### src/rtl/mem_stage.sv
// MEM stage of the five-stage pipeline: holds one instruction, waits for its data-SRAM
// response, and passes payload plus raw read data to WB. It also drops orphaned responses after a flush.
module mem_stage (
    input  logic        clk,
    input  logic        rst,
    input  logic        flush,
    input  logic        in_valid,
    output logic        in_ready,
    input  logic [31:0] ex_pc,
    input  logic [31:0] ex_result,
    input  logic [31:0] ex_maddr,
    input  logic [7:0]  ex_mem_op,
    input  logic        ex_res_from_mem,
    input  logic        ex_gr_we,
    input  logic        ex_mem_req,
    input  logic        ex_has_exception,
    input  logic        ex_ertn,
    input  logic [4:0]  ex_dest,
    input  logic [5:0]  ex_ecode,
    input  logic [8:0]  ex_esubcode,
    input  logic        data_sram_data_ok,
    input  logic [31:0] data_sram_rdata,
    output logic        out_valid,
    input  logic        out_ready,
    output logic [31:0] wb_pc,
    output logic [31:0] wb_result,
    output logic [31:0] wb_rdata,
    output logic [31:0] wb_maddr,
    output logic [7:0]  wb_mem_op,
    output logic [4:0]  wb_dest,
    output logic [5:0]  wb_ecode,
    output logic [8:0]  wb_esubcode,
    output logic        wb_res_from_mem,
    output logic        wb_gr_we,
    output logic        wb_has_exception,
    output logic        wb_ertn,
    output logic        fwd_valid,
    output logic [4:0]  fwd_dest,
    output logic [31:0] fwd_data,
    output logic        fwd_load_pending,
    output logic        mem_except
);

    logic        valid;
    logic        pending;
    logic        captured;
    logic        discard;
    logic [31:0] rdata_buf;
    logic        ready_go;
    logic        accept;
    logic        resp_live;
    logic        leave;

    // Handshake: a transfer happens on a rising edge where both valid and ready are high;
    // a valid holder keeps its payload stable until that edge, and ready may depend on valid.
    assign resp_live = data_sram_data_ok && !discard;
    assign ready_go  = valid && (!pending || resp_live);
    assign out_valid = ready_go;
    assign leave     = ready_go && out_ready;
    assign in_ready  = rst && (!valid || leave);
    assign accept    = in_valid && in_ready && !flush;

    assign wb_rdata         = captured ? rdata_buf : data_sram_rdata;
    assign fwd_valid        = valid && wb_gr_we && !wb_has_exception;
    assign fwd_dest         = wb_dest;
    assign fwd_data         = wb_result;
    assign fwd_load_pending = valid && wb_res_from_mem;
    assign mem_except       = valid && (wb_has_exception || wb_ertn);

    always_ff @(posedge clk or negedge rst) begin
        if (!rst) begin
            valid            <= 1'b0;
            pending          <= 1'b0;
            captured         <= 1'b0;
            discard          <= 1'b0;
            rdata_buf        <= 32'h0;
            wb_pc            <= 32'h0;
            wb_result        <= 32'h0;
            wb_maddr         <= 32'h0;
            wb_mem_op        <= 8'h0;
            wb_dest          <= 5'h0;
            wb_ecode         <= 6'h0;
            wb_esubcode      <= 9'h0;
            wb_res_from_mem  <= 1'b0;
            wb_gr_we         <= 1'b0;
            wb_has_exception <= 1'b0;
            wb_ertn          <= 1'b0;
        end else if (flush) begin
            // A still-outstanding request from either killed instruction becomes an orphan.
            valid    <= 1'b0;
            captured <= 1'b0;
            pending  <= 1'b0;
            discard  <= (discard && !data_sram_data_ok)
                        || (valid && pending && !resp_live)
                        || (in_valid && ex_mem_req);
        end else begin
            if (data_sram_data_ok && discard) begin
                discard <= 1'b0;
            end else if (data_sram_data_ok && pending) begin
                rdata_buf <= data_sram_rdata;
                captured  <= 1'b1;
                pending   <= 1'b0;
            end
            if (accept) begin
                valid            <= 1'b1;
                pending          <= ex_mem_req;
                captured         <= 1'b0;
                wb_pc            <= ex_pc;
                wb_result        <= ex_result;
                wb_maddr         <= ex_maddr;
                wb_mem_op        <= ex_mem_op;
                wb_dest          <= ex_dest;
                wb_ecode         <= ex_ecode;
                wb_esubcode      <= ex_esubcode;
                wb_res_from_mem  <= ex_res_from_mem;
                wb_gr_we         <= ex_gr_we;
                wb_has_exception <= ex_has_exception;
                wb_ertn          <= ex_ertn;
            end else if (leave) begin
                valid    <= 1'b0;
                captured <= 1'b0;
            end
        end
    end

endmodule

### config.mk
export PLATFORM = sky130hd
export DESIGN_NAME = mem_stage
export DESIGN_NICKNAME = d
export VERILOG_FILES = /design/src/rtl/mem_stage.sv
export SDC_FILE = /design/constraint.sdc
export NUM_CORES = 1
export LEC_CHECK = 0
export BUFFER_PORTS_ARGS = -buffer_cell sky130_fd_sc_hd__clkbuf_2
export CAP_MARGIN = 15
export CELL_PAD_IN_SITES_DETAIL_PLACEMENT = 2
export CELL_PAD_IN_SITES_GLOBAL_PLACEMENT = 2
export CORE_ASPECT_RATIO = 0.8
export CORE_MARGIN = 2
export CORE_UTILIZATION = 30
export CTS_BUF_LIST = sky130_fd_sc_hd__clkbuf_8
export CTS_CLUSTER_SIZE = 12
export DETAILED_ROUTE_END_ITERATION = 10
export PLACE_DENSITY_LB_ADDON = 0.08
export SLEW_MARGIN = 20
export SYNTH_ARGS = -nofsm -noshare
export SYNTH_HDL_FRONTEND = slang
export SYNTH_SLANG_ARGS = --single-unit
### constraint.sdc
create_clock -name clk -period 4.45 [get_ports clk]
set_clock_uncertainty 0.15 [all_clocks]
set_input_delay 0.89 -clock clk [delete_from_list [all_inputs] [get_ports clk]]
set_output_delay 0.89 -clock clk [all_outputs]
set_load 0.02 [all_outputs]
* Yosys cells after proc, flatten, opt, wreduce, memory -nomap -nowiden *
Index checks and enable logic that the tools add are counted.

operators by class
  eq/ne operators = 2
  mux-type cells = 15
  bitwise operators = 2
  reduce and logical (&&, ||, !) cells = 36

operators with widths
  kind                                          number
  32-bit two-way mux                            1
  1-bit logical AND                             16
  1-bit two-way mux                             14
  1-bit logical NOT                             7
  2-bit AND reduction                           3
  3-bit nonzero test                            2
  1-bit logical OR                              5
  4-bit inequality test, second input constant  1
  4-bit nonzero test                            1
  3-bit inequality test, second input constant  1
  3-bit AND reduction                           1
  1-bit inverter                                2
  2-bit nonzero test                            1

word-level totals
  register bits after elaboration = 164
  input port bits = 167
  word-level logic and storage cells = 71

* Depth between registers and ports, before layout *
Gate-level depths: netlist of the first run.

  depth in word-level cells = 11
  depth in mapped cells = 5
  depth with buffers taken out = 3

* Worst setup path before layout of the first run *
No wires, ideal clock.

  kind = input to output
  from = input data_sram_data_ok
  to = output in_ready
  arrival time = 1.457 ns
  setup slack = 1.953 ns
  cell stages on the path = 3
  buffers on the path = 0
  cell sequence = nand2b_1 -> a21oi_1 -> and2_1

between the ends
  cells in the longest elaborated chain, start to end = 6

RTL lines
  what               RTL line  source
  from (decl)        21        input logic data_sram_data_ok,
  1-bit logical AND  56        assign resp_live = data_sram_data_ok && !discard;
  1-bit logical OR   57        assign ready_go = valid && (!pending || resp_live);
  1-bit logical AND  57
  1-bit logical AND  59        assign leave = ready_go && out_ready;
  1-bit logical OR   60        assign in_ready = rst && (!valid || leave);
  1-bit logical AND  60
  to (decl)          8         output logic in_ready,

Every way passes these cells.

* Worst setup path after layout of the first run *
  from = register captured
  to = output wb_rdata[18]

between the ends
  cells in the longest elaborated chain, start to end = 1

RTL lines
  what                    RTL line  source
  from (decl)             46        logic captured;
  from (signal assigned)  74        captured <= 1'b0;
  from (signal assigned)  91        captured <= 1'b0;
  from (signal assigned)  101       captured <= 1'b1;
  32-bit two-way mux      63        assign wb_rdata = captured ? rdata_buf : data_sram_rdata;
  to (decl)               27        output logic [31:0] wb_rdata,

Every way passes these cells.

==> run_results.csv, run 1 <==
group,metric,value,unit
power_and_ir_drop,intPower,2.84,mW
finish,area_growth_syn_to_layout,28.6,%
place,dp_hpwl,16.1,mm
routing,wl_met3,1.94,mm
critical_path,r2r_slack,1.96,ns
logic_synthesis,ys_types,28,
sta,worst_pin_slew,0.907,ns
clock_network,cts_buffers,17,
clock_network,cts_root_buf,"clkbuf_8",
routing,wl_met2,10.9,mm
sta,tns,0,ns
clock_network,clk_pin_slew_worst_paths,0.10,ns
floorplanning,die_h,144,um
global_routing,grtUsageTotal,16.3,%
floorplanning,die_w,179,um
place,preCtsSetupSlack,1.12,ns
global_routing,grt_pass1_vias,5453,
logic_synthesis,synth_area_leaders,"dfrtp_1 56%, mux2_4 20%, mux2_2 12%",
clock_network,htreeDepth,4,
logic_synthesis,synth_largest_area_cell,"dfrtp_1",
sta,fin_crit_sh,74.7,%
power_and_ir_drop,p_comb_share,31.3,%
place,numPortBuffers,368,
floorplanning,io_pins,369,
critical_path,r2r-end,"fwd_data[3]",
logic_synthesis,yosysWarningCount,0,
finish,final_cell_mix,"367 x clkbuf_2, 164 x dfrtp_1, 100 x mux2_4",
power_and_ir_drop,p_leak,4.88,nW
logic_synthesis,ys_seq_area_share,55.6,%
flow_run,maxCapViolCount,0,
clock_network,cts_resized,0,
finish,num-nets-final,941,
floorplanning,fp-row-count,51,
clock_network,cts.sinks,164,
finish,n_antenna_cell,0,
critical_path,crit_fanout,22,
power_and_ir_drop,ir_drop,0.000176,V
finish,layout_commonest_cell,"clkbuf_2",
logic_synthesis,synth_area,7380,sq um
clock_network,cts_hold_buf,0,
power_and_ir_drop,p_sw_share,35.9,%
sta,finalHoldViolCount,0,
critical_path,reg2reg_from,"valid",
routing,drt-met1-wl,8.05,mm
power_and_ir_drop,p_sw,1.59,mW
critical_path,ff2ff_path_depth,4,
logic_synthesis,synth-seq-cells,164,
power_and_ir_drop,clkPwrFrac,23.6,%
clock_network,tritoncts,"done",
routing,dr_total_vias,4859,
sta,slew_viol_final,0,
sta,min_period,3.32,ns
logic_synthesis,synth_nets,606,
floorplanning,initial_core_util,30.4,%
global_routing,overflow,0,
finish,final.fill_count,2513,
outcome,outcome,"completed",
sta,maxClockFrequency,301,MHz
clock_network,clkLatencyLatePin,0.45,ns
floorplanning,core,24200,sq um
logic_synthesis,syn_avg_cell_area,16.8,sq um
critical_path,crit_required,3.41,ns
clock_network,clock_path_buffers,2,
min_path,hp-class,"in2async",
sta,setup_viol,0,
logic_synthesis,synth.top_cell.area_share,55.6,%
place,place.gp.congestion,0.761,
power_and_ir_drop,power_frac_seq,45.0,%
critical_path,arrival,2.28,ns
routing,wl,21.2,mm
clock_network,post-cts-setup-buffers,0,
global_routing,grt_first_pass_wirelength,31.9,mm
critical_path,path_class,"reg2out",
global_routing,grt_max_degree,84,
sta,rsz0062_at_grt,"no",
routing,antenna_left,0,
finish,drive_gt1_share,74.6,%
routing,dr.first_iter.drc_count,115,
logic_synthesis,postSynthCellCount,439,
routing,drc_errors,0,
sta,finalWorstSetupSlack,1.13,ns
global_routing,antenna_found_initial,0,
power_and_ir_drop,p_per_area,468,nW/um^2
routing,vias_per_cell,4.40,
routing,avgRoutedWirePerCell,19.2,um
routing,dr.max_layer_used,"met4",
floorplanning,die_area,25900,sq um
sta,relSlewSlack,39.6,%
routing,drtPass1Iterations,4,
critical_path,cp-start-kind,"register",
critical_path,end_kind,"primary output",
layout make-up:
type	count	area, sq um	share of cell area, %
tap	318	398	4.19
multi-input combinational	215	2710	28.6
inverter	2	7.51	0.0791
sequential	164	4100	43.2
clock buffer	18	248	2.61
clock inverter	14	119	1.25
timing repair buffer	374	1910	20.1
worst max-delay path, stage by stage, from the launching register on:
cell,delay (ns)
dfrtp_1,0.94
buf_4,0.35
mux2_2,0.37
clkbuf_2,0.17
power groups by stage:
stage / sequential, mW / clock, mW / combinational, mW
2_1_floorplan: 2.29 / 0 / 0.674
3_3_place_gp: 2.01 / 0 / 1.39
3_5_place_dp: 2.03 / 0 / 1.41
4_1_cts: 2.01 / 1.11 / 1.42
5_1_grt: 2.05 / 1.17 / 1.49
6_report: 2.00 / 1.05 / 1.39
cell usage after synthesis:
master     count
o22ai_1        1
nor2_1         1
o211ai_1       1
dfrtp_1      164
a21oi_1        3
buf_12        11
or3b_2         1
and2_4         1
o21a_1         1
nor2b_1        1
mux2_1        14
mux2_4       100
a31oi_1        1
o21ai_0        1
mux2_2        78
clkbuf_1       4
buf_2          3
nor3b_2        1
buf_6          2
nand2_1        3
inv_1          2
a311oi_1       1
and2_1         3
a22oi_1        1
buf_8          1
a2111oi_4      1
buf_4         37
nand2b_1       1
state kept, by name (all words and copies together) (netlist names), 5 cells and up:
| name | flops |
|---|---|
| fwd_data | 32 |
| rdata_buf | 32 |
| wb_maddr | 32 |
| wb_pc | 32 |
| wb_esubcode | 9 |
| wb_mem_op | 8 |
| wb_ecode | 6 |
| fwd_dest | 5 |
per-stage QoR:
step	area, sq um	std cells	power [mW]	utilization, %	hold slack [ns]
finish	9490	1105	4.44	39.1	0.180
global route	9490	1105	4.71	39.1	0.166
CTS	9490	1105	4.53	39.1	0.168
detailed placement	9130	1073	3.44	37.6	0.329
global placement	9130	1073	3.39	37.6	0.316
floorplan	7380	439	2.97	-	0.325
metal layers:
layer	up-vias	GRT usage (%)
met2	223	28.5
met1	2453	18.4
met5	-	0
li1	2164	-
met3	19	6.39
met4	0	4.92
kinds of logic after synthesis:
family / count (synthesis) / synth area share, %
buffers and inverters: 60 / 7.76
multiplexers: 192 / 34.4
flip-flops: 164 / 55.6
AO/OA/AOI/OAI: 11 / 1.24
AND/OR/NAND/NOR: 12 / 1.03
worst max-delay path by stage:
stage / start / end / slack [ns] / cells past startpoint
2_1_floorplan: data_sram_data_ok / in_ready / 1.95 / 3
3_3_place_gp: rst / fwd_data[5] / 1.20 / 5
3_5_place_dp: rst / fwd_data[3] / 1.12 / 5
4_1_cts: captured / wb_rdata[18] / 1.0 / 3
5_1_grt: captured / wb_rdata[18] / 0.94 / 3
6_report: captured / wb_rdata[18] / 1.13 / 3
Note: power is estimated with default switching activity, not from simulation.
==> run 2: changes to the inputs <==
==> constraint.sdc (replaced) <==
create_clock -name clk -period 3.4 [get_ports clk]
set_clock_uncertainty 0.15 [all_clocks]
set_input_delay 0.68 -clock clk [delete_from_list [all_inputs] [get_ports clk]]
set_output_delay 0.68 -clock clk [all_outputs]
set_load 0.02 [all_outputs]
==> run 2 against run 1 <==
  * Worst hold slack got worse by 0.050 ns
  * Combinational power grew 31%
  * Register-to-register slack worse by 1.1 ns
  * Count of clock-buffer cells in the layout unchanged
  * Cell count grew 0.18%
  * Sequential share of layout area fell by 0.36 points
  * Sequential power increased by 31%
  * Global-route usage up 0.39 points
  * Clock power increased by 41%
  * Core utilization up 0.33 points
  * Flip-flop and latch count unchanged
  * Via count up 1.1%
  * Critical path type unchanged
  * Largest power group unchanged
  * Highest routed layer unchanged
==> run_results.csv, run 2 (synthesis gave the netlist of run 1 again) <==
group,metric,value,unit
outcome,outcome,"completed",
routing,antenna_left,0,
routing,dr_total_vias,4914,
finish,area_growth_syn_to_layout,29.7,%
clock_network,cts_root_buf,"clkbuf_8",
global_routing,grt_pass1_vias,5482,
finish,final_core_util,39.5,%
critical_path,crit_path_start,"valid",
critical_path,ff2ff_path_depth,5,
floorplanning,fp-row-count,51,
sta,tns,0,ns
sta,finalHoldViolCount,0,
floorplanning,die_w,179,um
routing,wl,21.3,mm
clock_network,post-cts-setup-buffers,0,
clock_network,htreeDepth,4,
min_path,hp-class,"in2async",
flow_run,maxCapViolCount,0,
critical_path,crit_path_max_incr_delay,0.54,ns
place,place.gp.congestion,0.776,
critical_path,end_kind,"primary output",
floorplanning,initial_core_util,30.4,%
critical_path,r2r-end,"wb_maddr[7]",
routing,drc_errors,0,
clock_network,cts_buffers,17,
sta,worst_pin_slew,1.04,ns
power_and_ir_drop,power,5.92,mW
floorplanning,core,24200,sq um
place,placed_area,9170,sq um
finish,final.fill_count,2529,
global_routing,grt_max_degree,165,
routing,dr.first_iter.drc_count,114,
finish,n_antenna_cell,0,
place,numPortBuffers,368,
global_routing,overflow,0,
clock_network,clk_pin_slew_worst_paths,0.09,ns
clock_network,cts_resized,0,
critical_path,cpMaxStageDelayCell,"dfrtp_1",
critical_path,crit_required,2.57,ns
global_routing,grt_first_pass_wirelength,32.4,mm
clock_network,cts.sinks,164,
place,dp_hpwl,16.1,mm
finish,drive_gt1_share,74.8,%
floorplanning,die_h,144,um
sta,setup_viol,0,
power_and_ir_drop,p_per_area,619,nW/um^2
power_and_ir_drop,p_leak,4.91,nW
sta,hold_ws,0.130,ns
clock_network,clkLatencyLatePin,0.46,ns
sta,maxClockFrequency,380,MHz
global_routing,grtUsageTotal,16.7,%
critical_path,cp-start-kind,"register",
sta,fin_crit_sh,77.5,%
critical_path,crit_fanout,9,
finish,final_area,9570,sq um
routing,avgRoutedWirePerCell,19.3,um
sta,relSlewSlack,30.5,%
routing,vias_per_cell,4.44,
critical_path,arrival,1.80,ns
sta,min_period,2.63,ns
sta,rsz0062_at_grt,"no",
critical_path,worstPathCellList,"nor2b_1 > a21oi_1 > and2_1 > clkbuf_2",
clock_network,tritoncts,"done",
finish,final_cell_mix,"367 x clkbuf_2, 164 x dfrtp_1, 100 x mux2_4",
critical_path,reg2reg_from,"valid",
finish,layout_commonest_cell,"clkbuf_2",
sta,slew_viol_final,0,
critical_path,r2r_slack,0.88,ns
routing,drtPass1Iterations,4,
global_routing,antenna_found_initial,0,
clock_network,clock_path_buffers,2,
critical_path,path_class,"reg2out",
floorplanning,io_pins,369,
finish,num-nets-final,943,
critical_path,crit_end,"in_ready",
floorplanning,die_area,25900,sq um
power_and_ir_drop,ir_drop,0.000216,V
clock_network,cts_hold_buf,0,
-- run 2: cell types whose count changed in the layout (fill, tap and decap cells not counted) --
| cell | before | now |
|---|---|---|
| inv_1 | 3 | 2 |
| clkinv_8 | 0 | 1 |
| clkinv_4 | 4 | 1 |
| bufinv_16 | 0 | 1 |
| inv_8 | 2 | 4 |
| buf_12 | 1 | 3 |
-- run 2: final cells by class --
cell class | count | area [sq um] | share of cell area [%]
Clock buffer | 18 | 248 | 2.59
Tap cell | 318 | 398 | 4.16
Timing Repair Buffer | 376 | 1950 | 20.3
Multi-Input combinational cell | 215 | 2710 | 28.3
Sequential cell | 164 | 4100 | 42.9
Clock inverter | 14 | 158 | 1.65
Inverter | 2 | 7.51 | 0.0784
-- run 2: worst max-delay path, delay by kind of cell (launching register included) --
family / cells / cell delay, ns
AOI/OAI and AO/OA: 1 / 0.10
and+or+nand+nor: 2 / 0.54
buffers and inverters: 1 / 0.17
DFF: 1 / 0.54
-- run 2: per-stage QoR --
| stage | setup WS (ns) | instances |
|---|---|---|
| 2_1_floorplan | 1.23 | 439 |
| 3_3_place_gp | 0.673 | 1075 |
| 3_5_place_dp | 0.561 | 1075 |
| 4_1_cts | 0.669 | 1107 |
| 5_1_grt | 0.571 | 1107 |
| 6_report | 0.765 | 1107 |
-- run 2: layer usage --
layer | vias up | part of all wire [%] | wire, um | GRT usage (%)
li1 | 2173 | - | - | -
met5 | - | 0 | 0 | 0
met4 | 0 | 1.9 | 402 | 5.39
met3 | 27 | 9.2 | 1960 | 6.49
met1 | 2495 | 37 | 7850 | 18.2
met2 | 219 | 52 | 11100 | 29.8
-- run 2: worst min-delay path by stage --
stage | startpoint | endpoint | slack (ns) | depth (start not counted)
after floorplan | rst | captured | 0.23 | 0
after global placement | wb_maddr[21] | wb_maddr[21] | 0.32 | 1
after detailed placement | wb_maddr[21] | wb_maddr[21] | 0.33 | 1
after CTS | ex_esubcode[6] | wb_esubcode[6] | 0.23 | 2
after global routing | ex_maddr[10] | wb_maddr[10] | 0.23 | 2
final | rst | valid | 0.13 | 2
-- run 2: power by group --
group	total [mW]	switching [mW]	internal, mW	leakage, nW
Clock	1.48	0.846	0.639	0.210
Combinational	1.82	0.995	0.820	2.72
Sequential	2.62	0.268	2.36	1.98
==> run 3: changes to the inputs <==
==> constraint.sdc (replaced) <==
create_clock -name clk -period 2.5 [get_ports clk]
set_clock_uncertainty 0.15 [all_clocks]
set_input_delay 0.5 -clock clk [delete_from_list [all_inputs] [get_ports clk]]
set_output_delay 0.5 -clock clk [all_outputs]
set_load 0.02 [all_outputs]
==> run 3 against run 2 <==
  * The run now ends with hold timing left
  * Wire length is 0.55% lower
  * Core utilization up 0.58 points
  * Non-clock buffer count is 6 higher
==> run_results.csv, run 3 (synthesis gave the netlist of run 1 again) <==
group,metric,value,unit
outcome,outcome,"complete, but fails checks",
outcome,violations,"hold timing",
critical_path,path_class,"reg2out",
sta,setup_viol,0,
finish,final_cell_mix,"366 x clkbuf_2, 164 x dfrtp_1, 100 x mux2_4",
routing,avgRoutedWirePerCell,19.0,um
floorplanning,initial_core_util,30.4,%
power_and_ir_drop,power_frac_seq,44.8,%
sta,rsz0062_at_grt,"no",
floorplanning,die_h,144,um
power_and_ir_drop,p_per_area,818,nW/um^2
place,preCtsSetupSlack,0.192,ns
routing,wl,21.2,mm
critical_path,crit_end,"in_ready",
critical_path,crit_path_start,"discard",
sta,finalHoldViolCount,20,
routing,vias_per_cell,4.39,
place,placed_area,9320,sq um
critical_path,cp-start-kind,"register",
place,place.gp.congestion,0.756,
global_routing,grt_pass1_vias,5358,
clock_network,clk_pin_slew_worst_paths,0.10,ns
critical_path,crit_path_max_incr_delay,0.39,ns
power_and_ir_drop,p_comb_share,31.5,%
critical_path,cpMaxStageDelayCell,"dfrtp_1",
global_routing,overflow,0,
critical_path,crit_required,1.85,ns
finish,area_growth_syn_to_layout,31.6,%
critical_path,worst-path-stages,5,
clock_network,cts.sinks,164,
sta,maxClockFrequency,426,MHz
global_routing,grt_first_pass_wirelength,31.9,mm
critical_path,end_kind,"primary output",
floorplanning,core,24200,sq um
place,numPortBuffers,368,
clock_network,cts_buffers,17,
global_routing,grt_max_degree,165,
floorplanning,io_pins,369,
sta,min_period,2.35,ns
sta,relSlewSlack,32.4,%
routing,antenna_left,0,
power_and_ir_drop,ir_drop,0.000266,V
sta,fin_crit_sh,94.0,%
critical_path,crit_fanout,5,
sta,slew_viol_final,0,
finish,drive_gt1_share,75.1,%
flow_run,maxCapViolCount,0,
critical_path,ff2ff_path_depth,5,
clock_network,clkLatencyLatePin,0.45,ns
finish,final_area,9710,sq um
power_and_ir_drop,intPower,5.12,mW
clock_network,clock_path_buffers,2,
place,dp_hpwl,16.3,mm
routing,dr_total_vias,4888,
power_and_ir_drop,p_sw,2.83,mW
min_path,hp-class,"in2async",
critical_path,arrival,1.70,ns
critical_path,cp_common_cell,"buf_4",
critical_path,cp_num_buf_inv,2,
global_routing,antenna_found_initial,1,
clock_network,tritoncts,"done",
finish,final.fill_count,2518,
finish,final_core_util,40.1,%
floorplanning,die_w,179,um
sta,hold_ws,-0.0183,ns
sta,worst_pin_slew,1.01,ns
clock_network,cts_root_buf,"clkbuf_8",
critical_path,worstPathCellList,"nand2b_1 > buf_4 > a21oi_2 > and2_1 > buf_4",
clock_network,htreeDepth,4,
critical_path,reg2reg_from,"valid",
routing,drc_errors,0,
routing,dr.first_iter.drc_count,111,
sta,tns,0,ns
critical_path,r2r_slack,0.26,ns
critical_path,r2r-end,"wb_pc[29]",
critical_path,critical-path-top-delay-family,"flip-flops",
power_and_ir_drop,clkPwrFrac,23.7,%
power_and_ir_drop,p_leak,4.96,nW
clock_network,cts_hold_buf,0,
finish,num-nets-final,949,
power_and_ir_drop,p_sw_share,35.6,%
global_routing,grtUsageTotal,16.5,%
sta,finalWorstSetupSlack,0.150,ns
floorplanning,die_area,25900,sq um
routing,drtPass1Iterations,4,
finish,layout_commonest_cell,"clkbuf_2",
floorplanning,fp-row-count,51,
run 3: area by class of cell:
cell class / instances / area [sq um] / share of cell area, %
clock inverters: 13 / 116 / 1.20
flip-flops and latches: 164 / 4100 / 42.3
inverters: 2 / 7.51 / 0.0773
repair buffers: 382 / 2110 / 21.7
diodes: 1 / 2.50 / 0.0258
multi-input cells: 215 / 2720 / 28.0
clock buffers: 19 / 262 / 2.69
well taps: 318 / 398 / 4.10
run 3: routing by layer:
metal  GRT usage, %  wire length (um)  up-vias
li1               -                 -     2186
met2           28.4             10700      224
met5              0                 0        -
met1           19.1              8300     2461
met4           5.14               320        0
met3           6.20              1840       17
run 3: power by group through the flow:
stage | combinational, mW | clock, mW | sequential, mW
4_1_cts | 2.55 | 1.98 | 3.57
3_5_place_dp | 2.54 | 0 | 3.61
5_1_grt | 2.69 | 2.09 | 3.65
3_3_place_gp | 2.50 | 0 | 3.57
2_1_floorplan | 1.20 | 0 | 4.08
6_report | 2.50 | 1.88 | 3.56
run 3: how the worst min path moves through the flow:
stage                             from          endpoint  slack, ns  cells after the start
final                              rst  wb_has_exception      -0.02                      2
after CTS                 ex_maddr[16]      wb_maddr[16]       0.06                      2
after global routing      ex_maddr[16]      wb_maddr[16]       0.05                      2
after floorplan                    rst          captured       0.05                      0
after global placement    wb_maddr[18]      wb_maddr[18]       0.32                      1
after detailed placement  wb_maddr[14]      wb_maddr[14]       0.33                      1
run 3: timing repair:
item,CTS,global route
pin swaps,0,0
resized for setup,1,3
setup buffers,0,0
endpoints found under the setup margin,1,1
hold endpoints to repair,0,0
run 3: worst register-to-register path, delay by kind of cell, from the launching register on:
kind	cells	cell delay [ns]
compound gates	1	0.50
buf+inv	2	0.47
flops	1	0.45
mux	1	0.33
simple gates	1	0.22
run 3: per-stage QoR:
step / hold WS (ns) / std cells / power, mW
floorplan: 0.0544 / 439 / 5.28
CTS: 0.0607 / 1113 / 8.11
global placement: 0.318 / 1081 / 6.07
detailed placement: 0.328 / 1081 / 6.16
finish: -0.0183 / 1114 / 7.95
global route: 0.0519 / 1114 / 8.43
